File: src/rtl/btn_event_gen_if.sv
// Button event bus: debounced level and enable in, single-cycle event pulses and held level out.
interface btn_event_gen_if;
  logic btn_lvl;
  logic en;
  logic press_pulse;
  logic rel_pulse;
  logic long_pulse;
  logic repeat_pulse;
  logic dbl_pulse;
  logic held;

  modport master (
    output btn_lvl, en,
    input  press_pulse, rel_pulse, long_pulse, repeat_pulse, dbl_pulse, held
  );

  modport slave (
    input  btn_lvl, en,
    output press_pulse, rel_pulse, long_pulse, repeat_pulse, dbl_pulse, held
  );
endinterface

File: src/rtl/btn_event_gen.sv
// Turns a debounced button level into press/release/long/repeat pulses (all registered, 1 cycle).
// Define BTN_DBL_CLICK_EN to add the post-release GAP state and dbl_pulse on a quick second press.
module btn_event_gen #(
  parameter int CW       = 26,
  parameter int LONG_CYC = 50_000_000,
  parameter int REP_CYC  = 10_000_000,
  parameter int DBL_CYC  = 15_000_000
) (
  input  logic            cclk,
  input  logic            clr,
  btn_event_gen_if.slave  bus
);

  localparam int MAX_CYC = (LONG_CYC > REP_CYC) ?
                           ((LONG_CYC > DBL_CYC) ? LONG_CYC : DBL_CYC) :
                           ((REP_CYC  > DBL_CYC) ? REP_CYC  : DBL_CYC);

  if (MAX_CYC > (2 ** CW)) begin : g_cw_check
    $error("btn_event_gen: CW too narrow for the cycle thresholds");
  end

  localparam logic [CW-1:0] LONG_M1 = CW'(LONG_CYC - 1);
  localparam logic [CW-1:0] REP_M1  = CW'(REP_CYC - 1);

`ifdef BTN_DBL_CLICK_EN
  localparam logic [CW-1:0] DBL_M1  = CW'(DBL_CYC - 1);
  typedef enum logic [1:0] {S_IDLE, S_PRESS, S_REPEAT, S_GAP} state_t;
  localparam state_t S_AFTER_REL = S_GAP;
`else
  typedef enum logic [1:0] {S_IDLE, S_PRESS, S_REPEAT} state_t;
  localparam state_t S_AFTER_REL = S_IDLE;
`endif

  // FSM reset asserts with clr but releases two edges later, so btn_q has
  // already caught up with a held button and no false rise is seen.
  logic [1:0] rst_sync;
  logic       rst;

  always_ff @(posedge cclk or posedge clr) begin
    if (clr) rst_sync <= 2'b11;
    else     rst_sync <= {rst_sync[0], 1'b0};
  end
  assign rst = rst_sync[1];

  logic btn_q;
  always_ff @(posedge cclk or posedge clr) begin
    if (clr) btn_q <= 1'b0;
    else     btn_q <= bus.btn_lvl;
  end

  logic rise, fall;
  assign rise = bus.btn_lvl & ~btn_q;
  assign fall = ~bus.btn_lvl & btn_q;

  state_t        state, state_nxt;
  logic [CW-1:0] cnt, cnt_nxt;
  logic          press_q, rel_q, long_q, rep_q, dbl_q;
  logic          press_nxt, rel_nxt, long_nxt, rep_nxt, dbl_nxt;

  always_comb begin
    state_nxt = state;
    cnt_nxt   = cnt;
    press_nxt = 1'b0;
    rel_nxt   = 1'b0;
    long_nxt  = 1'b0;
    rep_nxt   = 1'b0;
    dbl_nxt   = 1'b0;
    if (!bus.en) begin
      state_nxt = S_IDLE;
      cnt_nxt   = '0;
    end else begin
      case (state)
        S_IDLE: begin
          if (rise) begin
            press_nxt = 1'b1;
            cnt_nxt   = '0;
            state_nxt = S_PRESS;
          end
        end
        S_PRESS: begin
          if (fall) begin
            rel_nxt   = 1'b1;
            cnt_nxt   = '0;
            state_nxt = S_AFTER_REL;
          end else if (cnt == LONG_M1) begin
            long_nxt  = 1'b1;
            cnt_nxt   = '0;
            state_nxt = S_REPEAT;
          end else begin
            cnt_nxt   = cnt + CW'(1);
          end
        end
        S_REPEAT: begin
          if (fall) begin
            rel_nxt   = 1'b1;
            cnt_nxt   = '0;
            state_nxt = S_AFTER_REL;
          end else if (cnt == REP_M1) begin
            rep_nxt   = 1'b1;
            cnt_nxt   = '0;
          end else begin
            cnt_nxt   = cnt + CW'(1);
          end
        end
`ifdef BTN_DBL_CLICK_EN
        S_GAP: begin
          // A rise on the window's last cycle is an ordinary press.
          if (rise) begin
            press_nxt = 1'b1;
            dbl_nxt   = (cnt != DBL_M1);
            cnt_nxt   = '0;
            state_nxt = S_PRESS;
          end else if (cnt == DBL_M1) begin
            cnt_nxt   = '0;
            state_nxt = S_IDLE;
          end else begin
            cnt_nxt   = cnt + CW'(1);
          end
        end
`endif
        default: begin
          cnt_nxt   = '0;
          state_nxt = S_IDLE;
        end
      endcase
    end
  end

  always_ff @(posedge cclk or posedge rst) begin
    if (rst) begin
      state   <= S_IDLE;
      cnt     <= '0;
      press_q <= 1'b0;
      rel_q   <= 1'b0;
      long_q  <= 1'b0;
      rep_q   <= 1'b0;
      dbl_q   <= 1'b0;
    end else begin
      state   <= state_nxt;
      cnt     <= cnt_nxt;
      press_q <= press_nxt;
      rel_q   <= rel_nxt;
      long_q  <= long_nxt;
      rep_q   <= rep_nxt;
      dbl_q   <= dbl_nxt;
    end
  end

  assign bus.press_pulse  = press_q;
  assign bus.rel_pulse    = rel_q;
  assign bus.long_pulse   = long_q;
  assign bus.repeat_pulse = rep_q;
  assign bus.held         = (state == S_PRESS) || (state == S_REPEAT);
`ifdef BTN_DBL_CLICK_EN
  assign bus.dbl_pulse    = dbl_q;
`else
  assign bus.dbl_pulse    = 1'b0;
  logic unused_dbl;
  assign unused_dbl = dbl_q;
`endif

endmodule

File: src/flat_wrapper.sv
// flat-port wrapper written by rule: the top's interface ports become plain ports
module btn_event_gen_flat 
#(
  parameter int CW       = 26,
  parameter int LONG_CYC = 50_000_000,
  parameter int REP_CYC  = 10_000_000,
  parameter int DBL_CYC  = 15_000_000
)
  (cclk, clr, bus_btn_lvl, bus_en, bus_press_pulse, bus_rel_pulse, bus_long_pulse, bus_repeat_pulse, bus_dbl_pulse, bus_held);
  btn_event_gen_if bus_i ();
  input  logic cclk;
  input  logic clr;
  input wire logic [$bits(bus_i.btn_lvl)-1:0] bus_btn_lvl;
  input wire logic [$bits(bus_i.en)-1:0] bus_en;
  output wire logic [$bits(bus_i.press_pulse)-1:0] bus_press_pulse;
  output wire logic [$bits(bus_i.rel_pulse)-1:0] bus_rel_pulse;
  output wire logic [$bits(bus_i.long_pulse)-1:0] bus_long_pulse;
  output wire logic [$bits(bus_i.repeat_pulse)-1:0] bus_repeat_pulse;
  output wire logic [$bits(bus_i.dbl_pulse)-1:0] bus_dbl_pulse;
  output wire logic [$bits(bus_i.held)-1:0] bus_held;
  assign bus_i.btn_lvl = bus_btn_lvl;
  assign bus_i.en = bus_en;
  assign bus_press_pulse = bus_i.press_pulse;
  assign bus_rel_pulse = bus_i.rel_pulse;
  assign bus_long_pulse = bus_i.long_pulse;
  assign bus_repeat_pulse = bus_i.repeat_pulse;
  assign bus_dbl_pulse = bus_i.dbl_pulse;
  assign bus_held = bus_i.held;
  btn_event_gen #(.CW(CW), .LONG_CYC(LONG_CYC), .REP_CYC(REP_CYC), .DBL_CYC(DBL_CYC)) u_core (.cclk(cclk), .clr(clr), .bus(bus_i));
endmodule
File: config.mk
export PLATFORM = sky130hd
export DESIGN_NAME = btn_event_gen_flat
export DESIGN_NICKNAME = d
export VERILOG_FILES = /design/src/rtl/btn_event_gen_if.sv /design/src/rtl/btn_event_gen.sv /design/src/flat_wrapper.sv
export SDC_FILE = /design/constraint.sdc
export NUM_CORES = 1
export LEC_CHECK = 0
export CAP_MARGIN = 10
export CORE_MARGIN = 4
export CORE_UTILIZATION = 50
export CTS_CLUSTER_DIAMETER = 50
export DETAILED_ROUTE_END_ITERATION = 10
export DONT_BUFFER_PORTS = 1
export GPL_TIMING_DRIVEN = 0
export PLACE_DENSITY = 0.64
export SLEW_MARGIN = 20
export SYNTH_ARGS = -nofsm -noshare
export SYNTH_HDL_FRONTEND = slang
export SYNTH_SLANG_ARGS = --single-unit
export TNS_END_PERCENT = 1
File: constraint.sdc
create_clock -name cclk -period 2.72 [get_ports cclk]
set_input_delay 0.816 -clock cclk [delete_from_list [all_inputs] [get_ports cclk]]
set_output_delay 0.816 -clock cclk [all_outputs]
set_load 0.02 [all_outputs]
==> flow_summary.json <==
{
  "synth_top_cell_area_share": 0.432,
  "vias_per_cell": 6.06,
  "num_rows": 22,
  "grt_pass1_vias": 1600,
  "critical_path_required_ns": 2.94,
  "netlist_top_cells_area": "dfrtp_1 (43%), o21ai_0 (4.7%), xor2_1 (4.6%)",
  "dpl_cell_area_sq_mm": 0.00198,
  "synth_area_leader_cell": "dfrtp_1",
  "wl_per_cell_um": 16.5,
  "use_met3": 0.0460,
  "p_leak_nw": 0.841,
  "design_area_sq_mm": 0.00209,
  "syn_inst": 201,
  "root_buffer": "clkbuf_8",
  "setup_viol": 0,
  "grt-ovfl-total": 0,
  "fin_util": 0.566,
  "yosysSeqAreaShare": 0.459,
  "vias": 1564,
  "finalHoldViolCount": 0,
  "area_growth_syn_to_layout_pct": 9.22,
  "status": "completed",
  "synth_edf_count": 0,
  "fin_setup_tns_ns": 0,
  "clk_pin_slew_worst_paths_ns": 0.08,
  "multiInputGateArea_sq_um": 970,
  "fin_cells": 258,
  "fmax_mhz": 415,
  "path_max_fanout": 9,
  "avgSynthCellArea_sq_um": 9.52,
  "synth-main-ff-cell": "dfrtp_1",
  "place_ws_ns": 0.120,
  "ctsResizeCount": 0,
  "postCtsSetupBuffers": 0,
  "grt_pass1_wl_um": 7580,
  "final_nets": 218,
  "synth_warnings": 0,
  "syn_area_sq_mm": 0.00191,
  "seqCellArea_sq_um": 878,
  "drtAntennaViolNets": 0,
  "tritoncts": "built",
  "place_inst": 250,
  "cts_sinks": 35,
  "synth_cell_type_count": 46,
  "period_needed_ns": 2.41,
  "p_total_mw": 1.24,
  "vdd.ir_drop.worst_mv": 0.342,
  "rsz0062_at_grt": "false",
  "grt_max_degree": 33,
  "fill_cells": 352,
  "maxCapViolCount": 0,
  "busiest_layer": "met2",
  "postCtsHoldBufs": 0,
  "synth-seq-cells": 35,
  "tightest_slew_ns": 0.760,
  "die_area_sq_mm": 0.00488,
  "fin_ws_ns": 0.312,
  "cp-end-kind": "flop",
  "drv_slew": 0,
  "met2_usage": 0.301,
  "dr.pass1.iters": 5,
  "antenna_found_initial": 0,
  "antenna_cells": 0,
  "crit_type": "reg2reg",
  "gr-usage-all-layers": 0.193,
  "crit_arrival_ns": 2.63,
  "drt-total-wl_um": 4250,
  "hold_class": "in2async",
  "die-width_um": 69.9,
  "drive_above_1_share": 0.105,
  "slew_headroom": 0.493,
  "gp_congestion": 0.851,
  "worstRegToRegCells": 6,
  "clk_path_buf_depth": 2,
  "met1_usage": 0.255,
  "drtIter0Drc": 118,
  "fin_crit_sh": 0.885,
  "dpl.hpwl_um": 3120,
  "htree_levels": 2,
  "cts_inserted_buffers": 5,
  "hold_slack_ns": 0.265,
  "io_pins": 10,
  "dieHeight_um": 69.9,
  "clock_latency_ns": 0.29,
  "io_buffers": 0,
  "power_density_mw_per_mm2": 594,
  "skew_ns": 0.00932,
  "critPathLaunchType": "flop",
  "synthArstFlopShare": 1.00,
  "coreArea_sq_mm": 0.00369,
  "initial_core_util": 0.519,
  "drc": 0
}
## flip-flops by register name, summed over array words and instances, names as in the netlist
| register | cells |
|---|---|
| u_core.cnt | 26 |
| u_core.rst_sync | 2 |
| u_core.bus.press_pulse | 1 |
| u_core.bus.repeat_pulse | 1 |
| u_core.bus.long_pulse | 1 |
| u_core.state | 2 |
| u_core.bus.rel_pulse | 1 |
| u_core.btn_q | 1 |
## synth_stat cells, types with 2 or more instances
cell / n
nand2b_1: 2
dfrtp_1: 33
or3_1: 5
o21ai_0: 18
or4b_1: 2
nand4_1: 10
and2_1: 2
nand2_1: 18
o32ai_1: 3
or2_2: 2
o22ai_1: 2
xor2_1: 10
a21oi_1: 5
nor3b_1: 2
clkbuf_1: 3
nor3_1: 4
nand3_1: 16
ha_1: 5
nor2b_1: 2
dfstp_2: 2
nor2_1: 17
and3_1: 3
nor4_1: 2
and4_1: 5
inv_1: 6
buf_6: 2
## where the power goes
| group | internal (mW) | switching [mW] | leakage (nW) |
|---|---|---|---|
| logic | 0.0709 | 0.149 | 0.305 |
| registers | 0.536 | 0.0169 | 0.478 |
| clock network | 0.273 | 0.196 | 0.0581 |
## worst max-delay path, cell delays in order (launching register included)
cell	delay [ns]
dfrtp_1	0.41
inv_1	0.10
ha_1	0.25
a311oi_2	0.69
nand3_1	0.31
or3_1	0.43
a21oi_1	0.15
## path summary, 6_finish.rpt
path / to / start / slack (ns)
max: u_core.cnt[25] / u_core.state[0] / 0.31
min: u_core.btn_q / clr / 0.27
max reg2reg: u_core.cnt[25] / u_core.state[0] / 0.31
min reg2reg: u_core.bus.press_pulse / u_core.rst_sync[1] / 0.35
max in group asynchronous: u_core.cnt[16] / u_core.rst_sync[1] / 1.92
min in group cclk: u_core.rst_sync[1] / u_core.rst_sync[0] / 0.36
## area by class of cell
class / count / area share
plain buffers: 7 / 0.0222
clock buffers: 5 / 0.0329
clock inverters: 3 / 0.0210
inverters: 6 / 0.0108
multi-input cells: 154 / 0.464
flip-flops and latches: 35 / 0.420
well taps: 48 / 0.0287
## cell usage in the layout (no fill, tap or decap), types with 3 or more instances in the layout
cell type   n
clkbuf_8    5
nor3_1      4
inv_1       5
o32ai_1     3
a21oi_1     5
or3_1       5
and3_1      3
nor2_1     17
o21ai_0    18
xor2_1     10
clkbuf_1    3
and4_1      5
nand4_1    10
dfrtp_1    33
ha_1        5
nand3_1    16
nand2_1    18
## routing by layer
metal | up-vias | routed length, um
met5 | - | 0
met4 | 0 | 71
met3 | 7 | 167
met2 | 35 | 2110
met1 | 771 | 1900
li1 | 751 | -
## logic make-up (layout without fill, tap and decap cells)
logic type,count (synthesis),count (layout),share of synthesized area
fa+ha+maj,5,5,0.0327
buf+inv,13,21,0.0360
compound gates,37,37,0.129
flops,35,35,0.459
xor+xnor,11,11,0.0504
other cells,1,2,0.00196
mux,1,1,0.00523
simple gates,98,98,0.286
Note: power is estimated with default switching activity, not from simulation.
